**config.mk**
```make
export PLATFORM = sky130hd
export DESIGN_NAME = float_adder_arbiter_flat
export DESIGN_NICKNAME = d
export VERILOG_FILES = /design/src/rtl/float_adder_arbiter_pkg.sv /design/src/rtl/float_adder_arbiter_if.sv /design/src/rtl/float_adder_arbiter_rr_arbiter.sv /design/src/rtl/float_adder_arbiter.sv /design/src/flat_wrapper.sv
export SDC_FILE = /design/constraint.sdc
export NUM_CORES = 1
export LEC_CHECK = 0
export ABC_AREA = 1
export CORE_AREA = 2 2 158 160
export CTS_CLUSTER_SIZE = 8
export DETAILED_ROUTE_END_ITERATION = 10
export DIE_AREA = 0 0 160 162
export HOLD_SLACK_MARGIN = 0.05
export PLACE_DENSITY_LB_ADDON = 0.15
export SLEW_MARGIN = 10
export SYNTH_ARGS = -nofsm -noshare
export SYNTH_HDL_FRONTEND = slang
export SYNTH_HIERARCHICAL = 1
export SYNTH_SLANG_ARGS = --single-unit
```
**constraint.sdc**
```tcl
create_clock -name clk -period 7.86 [get_ports clk]
set_input_delay 1.179 -clock clk [delete_from_list [all_inputs] [get_ports clk]]
set_output_delay 1.179 -clock clk [all_outputs]
set_load 0.05 [all_outputs]
```
**src/rtl/float_adder_arbiter_pkg.sv**
```systemverilog
// Shared constants and types for the float adder arbitration slice.
// Optional feature macro used by users of this package: FADD_ARB_SUB_EN.
package fadd_pkg;

  localparam int E_BIT   = 8;
  localparam int F_BIT   = 23;
  localparam int W       = E_BIT + F_BIT + 1;
  localparam int ADD_LAT = 3;

  // Tags are sized for the largest supported requester count.
  localparam int MAX_REQ = 16;
  localparam int ID_W    = $clog2(MAX_REQ);
  localparam int INFL_W  = $clog2(ADD_LAT + 2);

  typedef logic [W-1:0] fadd_word_t;

  typedef struct packed {
    logic            valid;
    logic [ID_W-1:0] id;
  } fadd_tag_t;

  // Flip the sign bit so that an adder computing A+B yields A-B.
  function automatic fadd_word_t fadd_negate(fadd_word_t w);
    return {~w[W-1], w[W-2:0]};
  endfunction

endpackage

```
**src/rtl/float_adder_arbiter_if.sv**
```systemverilog
// Bundle between compute requesters, the shared adder and the arbiter.
// FADD_ARB_SUB_EN adds the per-requester subtract request.
interface float_adder_arbiter_if #(
  parameter int N_REQ = 4
) ();
  import fadd_pkg::*;

  logic [N_REQ-1:0]   req_valid;
  logic [N_REQ-1:0]   req_ready;
  logic [N_REQ*W-1:0] req_a;
  logic [N_REQ*W-1:0] req_b;
`ifdef FADD_ARB_SUB_EN
  logic [N_REQ-1:0]   req_sub;
`endif
  fadd_word_t         add_a;
  fadd_word_t         add_b;
  fadd_word_t         add_out;
  logic [N_REQ-1:0]   rsp_valid;
  fadd_word_t         rsp_data;
  logic [INFL_W-1:0]  inflight;
  logic               busy;

`ifdef FADD_ARB_SUB_EN
  modport master (
    output req_valid, req_a, req_b, req_sub, add_out,
    input  req_ready, add_a, add_b, rsp_valid, rsp_data, inflight, busy
  );
  modport slave (
    input  req_valid, req_a, req_b, req_sub, add_out,
    output req_ready, add_a, add_b, rsp_valid, rsp_data, inflight, busy
  );
`else
  modport master (
    output req_valid, req_a, req_b, add_out,
    input  req_ready, add_a, add_b, rsp_valid, rsp_data, inflight, busy
  );
  modport slave (
    input  req_valid, req_a, req_b, add_out,
    output req_ready, add_a, add_b, rsp_valid, rsp_data, inflight, busy
  );
`endif

endinterface

```
**src/rtl/float_adder_arbiter_rr_arbiter.sv**
```systemverilog
// N-way round-robin grant with pointer update, reusable for any shared resource.
// Grants are suppressed while reset is asserted.
module rr_arbiter #(
  parameter int N = 4,
  localparam int PW = $clog2(N)
) (
  input  logic          clk,
  input  logic          rst,
  input  logic [N-1:0]  req,
  output logic [N-1:0]  grant,
  output logic [PW-1:0] grant_id,
  output logic          grant_valid
);

  logic [PW-1:0] rr_ptr_q;
  logic [PW-1:0] rr_ptr_d;
  logic [PW:0]   idx;

  // Pick the first request at or after the pointer, wrapping, and advance past the winner.
  always_comb begin
    grant       = '0;
    grant_id    = '0;
    grant_valid = 1'b0;
    rr_ptr_d    = rr_ptr_q;
    idx         = '0;
    for (int k = 0; k < N; k++) begin
      idx = {1'b0, rr_ptr_q} + (PW+1)'(k);
      if (idx >= (PW+1)'(N)) idx = idx - (PW+1)'(N);
      if (!grant_valid && req[idx[PW-1:0]]) begin
        grant_valid = 1'b1;
        grant_id    = idx[PW-1:0];
      end
    end
    if (rst) grant_valid = 1'b0;
    if (grant_valid) begin
      grant[grant_id] = 1'b1;
      rr_ptr_d = (grant_id == PW'(N-1)) ? '0 : grant_id + 1'b1;
    end
  end

  // Priority pointer register; holds when nobody is granted.
  always_ff @(posedge clk or posedge rst) begin
    if (rst) rr_ptr_q <= '0;
    else     rr_ptr_q <= rr_ptr_d;
  end

endmodule

```
**src/rtl/float_adder_arbiter.sv**
```systemverilog
// Shares one pipelined float adder between N_REQ requesters and routes each
// result back to its owner via a tag pipeline matched to the adder depth.
// Optional macro FADD_ARB_SUB_EN: per-requester subtract by flipping B's sign.
module float_adder_arbiter
  import fadd_pkg::*;
#(
  parameter int N_REQ = 4
) (
  input logic                  clk,
  input logic                  rst,
  float_adder_arbiter_if.slave bus
);

  localparam int PW = $clog2(N_REQ);

  logic [N_REQ-1:0]  grant;
  logic [PW-1:0]     grant_id;
  logic              grant_valid;
  fadd_word_t        sel_a;
  fadd_word_t        sel_b;
  fadd_word_t        add_a_q, add_a_d;
  fadd_word_t        add_b_q, add_b_d;
  fadd_tag_t         tag_q [ADD_LAT+1];
  fadd_tag_t         tag_d [ADD_LAT+1];
  logic [N_REQ-1:0]  rsp_valid;
  logic [INFL_W-1:0] inflight_q, inflight_d;

  rr_arbiter #(.N(N_REQ)) u_arb (
    .clk         (clk),
    .rst         (rst),
    .req         (bus.req_valid),
    .grant       (grant),
    .grant_id    (grant_id),
    .grant_valid (grant_valid)
  );

  assign bus.req_ready = grant;
  assign bus.add_a     = add_a_q;
  assign bus.add_b     = add_b_q;
  assign bus.rsp_valid = rsp_valid;
  assign bus.rsp_data  = bus.add_out;
  assign bus.inflight  = inflight_q;
  assign bus.busy      = (inflight_q != '0);

  // Mux the winner's operands, optionally negate B, and launch an issue or bubble tag.
  always_comb begin
    sel_a = '0;
    sel_b = '0;
    for (int i = 0; i < N_REQ; i++) begin
      if (grant_id == PW'(i)) begin
        sel_a = bus.req_a[i*W +: W];
        sel_b = bus.req_b[i*W +: W];
      end
    end
`ifdef FADD_ARB_SUB_EN
    if (bus.req_sub[grant_id]) sel_b = fadd_negate(sel_b);
`endif
    add_a_d        = add_a_q;
    add_b_d        = add_b_q;
    tag_d[0]       = '0;
    if (grant_valid) begin
      add_a_d        = sel_a;
      add_b_d        = sel_b;
      tag_d[0].valid = 1'b1;
      tag_d[0].id    = ID_W'(grant_id);
    end
    for (int i = 1; i <= ADD_LAT; i++) tag_d[i] = tag_q[i-1];
  end

  // The oldest tag lines up with add_out and selects the requester to pulse.
  always_comb begin
    rsp_valid = '0;
    if (tag_q[ADD_LAT].valid) rsp_valid[tag_q[ADD_LAT].id[PW-1:0]] = 1'b1;
  end

  // Issues add one, returning results remove one; both together cancel.
  always_comb begin
    inflight_d = inflight_q;
    case ({grant_valid, tag_q[ADD_LAT].valid})
      2'b10:   inflight_d = inflight_q + INFL_W'(1);
      2'b01:   inflight_d = inflight_q - INFL_W'(1);
      default: inflight_d = inflight_q;
    endcase
  end

  // Operand, tag and occupancy registers; reset drops every in-flight tag.
  always_ff @(posedge clk or posedge rst) begin
    if (rst) begin
      add_a_q    <= '0;
      add_b_q    <= '0;
      inflight_q <= '0;
      for (int i = 0; i <= ADD_LAT; i++) tag_q[i] <= '0;
    end else begin
      add_a_q    <= add_a_d;
      add_b_q    <= add_b_d;
      inflight_q <= inflight_d;
      for (int i = 0; i <= ADD_LAT; i++) tag_q[i] <= tag_d[i];
    end
  end

endmodule
```
**src/flat_wrapper.sv**
```systemverilog
// flat-port wrapper written by rule: the top's interface ports become plain ports
module float_adder_arbiter_flat import fadd_pkg::*;
#(
  parameter int N_REQ = 4
)
  (clk, rst, bus_req_valid, bus_req_a, bus_req_b, bus_add_out, bus_req_ready, bus_add_a, bus_add_b, bus_rsp_valid, bus_rsp_data, bus_inflight, bus_busy);
  float_adder_arbiter_if #(.N_REQ(N_REQ)) bus_i ();
  input logic clk;
  input logic rst;
  input wire logic [$bits(bus_i.req_valid)-1:0] bus_req_valid;
  input wire logic [$bits(bus_i.req_a)-1:0] bus_req_a;
  input wire logic [$bits(bus_i.req_b)-1:0] bus_req_b;
  input wire logic [$bits(bus_i.add_out)-1:0] bus_add_out;
  output wire logic [$bits(bus_i.req_ready)-1:0] bus_req_ready;
  output wire logic [$bits(bus_i.add_a)-1:0] bus_add_a;
  output wire logic [$bits(bus_i.add_b)-1:0] bus_add_b;
  output wire logic [$bits(bus_i.rsp_valid)-1:0] bus_rsp_valid;
  output wire logic [$bits(bus_i.rsp_data)-1:0] bus_rsp_data;
  output wire logic [$bits(bus_i.inflight)-1:0] bus_inflight;
  output wire logic [$bits(bus_i.busy)-1:0] bus_busy;
  assign bus_i.req_valid = bus_req_valid;
  assign bus_i.req_a = bus_req_a;
  assign bus_i.req_b = bus_req_b;
  assign bus_i.add_out = bus_add_out;
  assign bus_req_ready = bus_i.req_ready;
  assign bus_add_a = bus_i.add_a;
  assign bus_add_b = bus_i.add_b;
  assign bus_rsp_valid = bus_i.rsp_valid;
  assign bus_rsp_data = bus_i.rsp_data;
  assign bus_inflight = bus_i.inflight;
  assign bus_busy = bus_i.busy;
  float_adder_arbiter #(.N_REQ(N_REQ)) u_core (.clk(clk), .rst(rst), .bus(bus_i));
endmodule
```
## Yosys cells after proc, flatten, opt, wreduce, memory -nomap -nowiden

Index checks and enable logic that the tools add are counted.

| cells by class | value |
|---|---|
| $add $sub $neg | 10 |
| order comparisons | 12 |
| equal/unequal tests | 5 |
| mux-type cells | 38 |
| reduce and logical (&&, ||, !) cells | 11 |

Operators with widths:

| cell | count |
|---|---|
| $mux 32 | 8 |
| $lt 2x3->1 const B | 6 |
| $mux 2 | 9 |
| $mux 1 | 11 |
| $ge 3x3->1 const B | 3 |
| $bmux 1 s2 | 4 |
| $mux 4 | 2 |
| $sub 2x1->2 const B | 4 |
| $add 2x2->3 const B | 2 |
| $eq 2x2->1 const B | 3 |
| $pmux 3 s2 | 1 |
| $logic_and 1x1->1 | 5 |
| $mux 5 | 1 |
| $demux 1 s2 | 2 |
| $eq 2x1->1 const B | 2 |
| $ge 2x1->1 const B | 2 |
| $add 2x1->3 const B | 1 |
| $add 3x1->3 const B | 1 |
| $ge 2x3->1 const B | 1 |
| $logic_not 1->1 | 3 |
| $reduce_bool 3->1 | 1 |
| $sub 3x1->3 const B | 1 |
| $add 2x1->2 const B | 1 |
| $logic_not 2->1 | 1 |
| $reduce_bool 2->1 | 1 |

| storage, ports and cells | value |
|---|---|
| register bits | 81 |
| input port bits | 294 |
| output and inout bits | 108 |
| word-level logic and storage cells | 88 |

## Depth between registers and ports, before layout

| logic depth | value |
|---|---|
| depth in word-level cells | 19 |
| mapped depth | 18 |
| gate-level depth less buffers | 16 |

## Modules after synthesis

The synthesis kept the hierarchy.

By module, submodules not included:

| module | instances | cells each | area an instance (um^2) | sequential area each (um^2) |
|---|---|---|---|---|
| float_adder_arbiter | 1 | 774 | 5186.2 | 1976.9 |
| rr_arbiter | 1 | 86 | 465.4 | 50.0 |

## Worst setup path after synthesis

No wires, ideal clock.

| path | value |
|---|---|
| path kind | input -> output |
| start | input bus_req_valid[1] |
| end | output bus_req_ready[3] |
| arrival | 2.861 ns |
| required time | 6.681 ns |
| slack | 3.820 ns |
| cell stages on the path | 10 |
| cell sequence | inv_1 o21ai_0 nand2_1 o21ai_0 nand3b_4 nand3_1 inv_1 ha_1 inv_1 nor2_1 |

| between the ends | value |
|---|---|
| longest elaborated chain between the ends | 17 |
| elaborated cells between the ends (all ways) | 29 |

RTL lines:

| element | RTL line | text |
|---|---|---|
| from (decl) | flat_wrapper.sv:10 | `input wire logic [$bits(bus_i.req_valid)-1:0] bus_req_valid;` |
| $bmux 1 s2 | float_adder_arbiter_rr_arbiter.sv:29 | `if (!grant_valid && req[idx[PW-1:0]]) begin` |
| $mux 1 (not written as such) | float_adder_arbiter_rr_arbiter.sv:29 |  |
| $mux 1 | float_adder_arbiter_rr_arbiter.sv:29 |  |
| $logic_not 1->1 | float_adder_arbiter_rr_arbiter.sv:29 |  |
| $logic_and 1x1->1 | float_adder_arbiter_rr_arbiter.sv:29 |  |
| $mux 1 | float_adder_arbiter_rr_arbiter.sv:29 |  |
| $logic_not 1->1 | float_adder_arbiter_rr_arbiter.sv:29 |  |
| $logic_and 1x1->1 | float_adder_arbiter_rr_arbiter.sv:29 |  |
| [... 2 more ...] | -- |  |
| $logic_and 1x1->1 | float_adder_arbiter_rr_arbiter.sv:29 |  |
| $mux 2 (*) | float_adder_arbiter_rr_arbiter.sv:29 |  |
| net u_core.grant_id[0] | float_adder_arbiter.sv:17 | `logic [PW-1:0] grant_id;` |
| $lt 2x3->1 (not written as such) or $ge 2x1->1 (tied branches) | float_adder_arbiter_rr_arbiter.sv:36 | `grant[grant_id] = 1'b1;` |
| $logic_and 1x1->1 (not written as such) | float_adder_arbiter_rr_arbiter.sv:36 |  |
| $mux 1 (not written as such) | float_adder_arbiter_rr_arbiter.sv:36 |  |
| $demux 1 s2 (*) | float_adder_arbiter_rr_arbiter.sv:36 |  |
| $mux 4 (*) | float_adder_arbiter_rr_arbiter.sv:35 | `if (grant_valid) begin` |
| to (decl) | flat_wrapper.sv:14 | `output wire logic [$bits(bus_i.req_ready)-1:0] bus_req_ready;` |

Mark *: on every way through the listed nets, which the timed path passes. The rest lies on a longest branch. The select of a mux whose other input is x is not followed.

## Worst setup path after layout

| path | value |
|---|---|
| start | input bus_req_valid[1] |
| end | output bus_req_ready[1] |

Same word-level chain as after synthesis.

==> impl_results.md <==
* Gpl congestion at 0.8486
* PortBufs at 337
* CTS buffer count at 9
* Setup crit end: bus_req_ready[1]
* Final ANT Viol Nets at 0
* Final worst slack at 2874 ps
* Worst-path clk slew at 60 ps
* Worst EP required at 6680 ps
* Critical path endpoint category: primary output
* Min cycle time layout at approximately 5000 ps
* First-pass GRT wire length at 36090 µm
* Share of cells above drive strength 1 at 3.097%
* Slowest CP cell: clkdlybuf4s50_1
* CTS tree: yes
* Critical path class: in2out
* Syn Nets at between 1000 and 1500
* Clk_lat worst skew at 350 ps
* Root buf cell: clkbuf_16
* Initial Utilization at 23.45%
* Antenna cells at 0
* Top cell type's share of synthesized area at 35.86%
* Cells on worst reg2reg path at 13
* DP Worst Slack at 2776 ps
* Max-slew headroom at 25.42%
* Final Power at 0.004928 W
* Syn Inst Count at 860
* Synth area leaders: dfrtp_1 36%, nand2_1 20%, nand3_1 12%
* Layout Skew at 6.108 ps
* R2R Path Start: u_core/u_arb/rr_ptr_q[0]
* Hpwl dp at between 15000 and 20000 µm
* Post-Syn Area per Cell at 6.572 µm²
* # resized after CTS at 0
* Mapped Area at 0.005652 mm²
* Drt wl/cell at 16.77 µm
* CP Launch Type: primary input
* Via count at between 6000 and 7000
* Full die area at 0.02592 mm²
* Hold Crit Class: reg2reg
* Final slew viol count at 0
* Nets at approximately 1400
* Crit-path cells: clkdlybuf4s50_1 > inv_1 > o21ai_0 > nand2_1 > o21ai_0 > nand3b_4 > nand3_1 > clkinv_2 > ha_1 > inv_1 > nor2_1 > clkdlybuf4s50_1
* Initial DRC Count at 376
* Placed cell count at ~1400
* Buf+Inv Stages, Crit Path at 5
* H-tree levels at 3
* Outcome: complete, no violations
* R2r endpoint: u_core/bus.add_b[0]
* Reg2reg setup slack at approximately 3900 ps
* Row Count at 57
* CP Max Fanout at 4
* CTS sink cnt at between 80 and 90
* #FFs+latches synth at 81
* Routed wire length at 24380 µm
* Pwr/cell area at approximately 540 mW/mm²
* Hold Vio Cnt, Final at 0
* Hold Path Origin: u_core/tag_d[1]
* Worst Path Arrival at between 3000 and 4000 ps
* Slew at the pin with the worst max-slew slack at 1119 ps
* IO Pins at 402
* Gr usage total at between 10% and 20%
* Final setup violation count at 0
* DR DRC count at 0
* Seq/Total Area, Yosys at 35.86%
* DR pass1 iterations at 5
* Max stage delay on crit path at 820 ps
* Core area at 0.02411 mm²
* Number of global-route vias before repair at 6210
* Non-filler instance count after layout at 1454
* Largest net degree at the start of global routing at 109
* Fmax at 200.6 MHz
* Lkg Pwr at 4.154 nW
* Max VDD drop at 0.3460 mV
* Die Height at 162 µm
* Cts-stage hold buffer count at 0
* Final TNS setup at 0 ps
* Postcts setup bufs at 0
* Delay-heaviest family, CP: buffers and inverters
* Worst setup path start: bus_req_valid[1]
* Final worst path period share at 63.43%
* Area leader, netlist: dfrtp_1
* Die W at 160 µm
* Crit path depth at 12
* Library cells used by synthesis at 24
* Synth warn at 6
* Via-per-instance ratio at 4.387
* Max-cap check violation count at 0
* Unrepaired setup endpoints after global routing: no
* Initial antenna violation count at 0
* Area Growth Syn to Fin at 62.17%
* Clock tree buffer depth at 2
* Hold WS at roughly 350 ps
* Total congestion overflow at 0
sequential cells by signal (all words and copies together) (netlist names):
| register | cells |
|---|---|
| u_core/bus.add_a | 32 |
| u_core/bus.add_b | 32 |
| u_core/tag_d | 9 |
| u_core/bus.inflight | 3 |
| u_core/tag_q | 3 |
| u_core/u_arb/rr_ptr_q | 2 |
cell type report:
class / instances / area, µm²
sequential: 81 / 2027
fill: 2683 / 14940
timing repair buffer: 341 / 3403
clock buffer: 10 / 239.0
inverter: 28 / 110.1
clock inverter: 6 / 90.09
multi-input combinational: 664 / 2890
tap: 324 / 405.4
layer usage:
| metal | vias to the layer above | wire, µm | GRT usage [%] | part of all wire, % |
|---|---|---|---|---|
| met3 | 43 | 1818 | 5.337 | 7.5 |
| met1 | 2836 | 9887 | 21.26 | 41 |
| met2 | 271 | 12070 | 31.70 | 49 |
| met5 | - | 0 | 0 | 0 |
| li1 | 3229 | - | - | - |
| met4 | 0 | 608 | 6.020 | 2.5 |
layout by cell type, fill, tap and decap left out, types with 2 or more instances in the layout:
cell,count
nand4_1,2
clkinv_2,3
nand3_1,138
nand2_1,303
dfrtp_1,81
o21ai_0,67
nor2_1,133
bufinv_16,2
nand2_2,3
inv_2,3
clkdlybuf4s50_1,337
clkbuf_16,9
ha_1,5
nor3_1,4
buf_4,4
inv_1,22
nand2_4,2
worst register-to-register path: stages, from the launching register on:
cell and delay, ps:
dfrtp_1 660, inv_2 160, nand2_1 110, nand2_2 80, o21ai_0 230, nand3b_4 200
nand3_1 160, clkinv_2 100, buf_4 830, inv_1 870, nand3_1 270, nand3_1 100
nand2_1 80, nand2_1 50
cell usage after synthesis:
cell,number
fa_1,1
nand4_1,2
inv_1,26
nand3b_4,1
clkbuf_1,9
nand2_1,303
or2_2,1
inv_2,2
nand2_4,2
buf_6,18
nor3_1,4
nor2_8,1
o21ai_0,67
buf_2,20
nand2_2,3
dfrtp_1,81
buf_4,38
nand3_1,138
buf_1,2
nor2_4,1
xnor2_1,1
o21ai_1,1
nor2_1,133
ha_1,5
kinds of logic (layout without fill, tap and decap cells):
family	Yosys count	in the layout	synth area share, %
compound gates	68	68	6.022
buf+inv	115	385	13.00
flops	81	81	35.86
xor+xnor	1	1	0.1550
simple gates	589	589	43.50
fa+ha+maj	6	6	1.461
through the flow:
| stage | utilization [%] | instance area, µm² |
|---|---|---|
| 2_1_floorplan | - | 5652 |
| 3_3_place_gp | 36.66 | 8836 |
| 3_5_place_dp | 36.66 | 8836 |
| 4_1_cts | 38.02 | 9165 |
| 5_1_grt | 38.02 | 9165 |
| 6_report | 38.02 | 9165 |
power breakdown:
| group | switching (W) | internal, W | leakage (nW) |
|---|---|---|---|
| clock network | 0.000185 | 0.000288 | 0.159 |
| logic | 0.00258 | 0.00112 | 2.99 |
| registers | 0.000129 | 0.000629 | 1.01 |
| total | 0.00289 | 0.00203 | 4.15 |
how the worst min path moves through the flow:
stage	endpoint	cells past startpoint
after floorplan	u_core/tag_d[0]	0
final	u_core/tag_q[1]	0
after detailed placement	u_core/tag_d[4]	0
after global placement	u_core/tag_q[4]	0
after global routing	u_core/tag_q[1]	0
after CTS	u_core/tag_q[1]	0
Power figures use the tool's default switching activity.
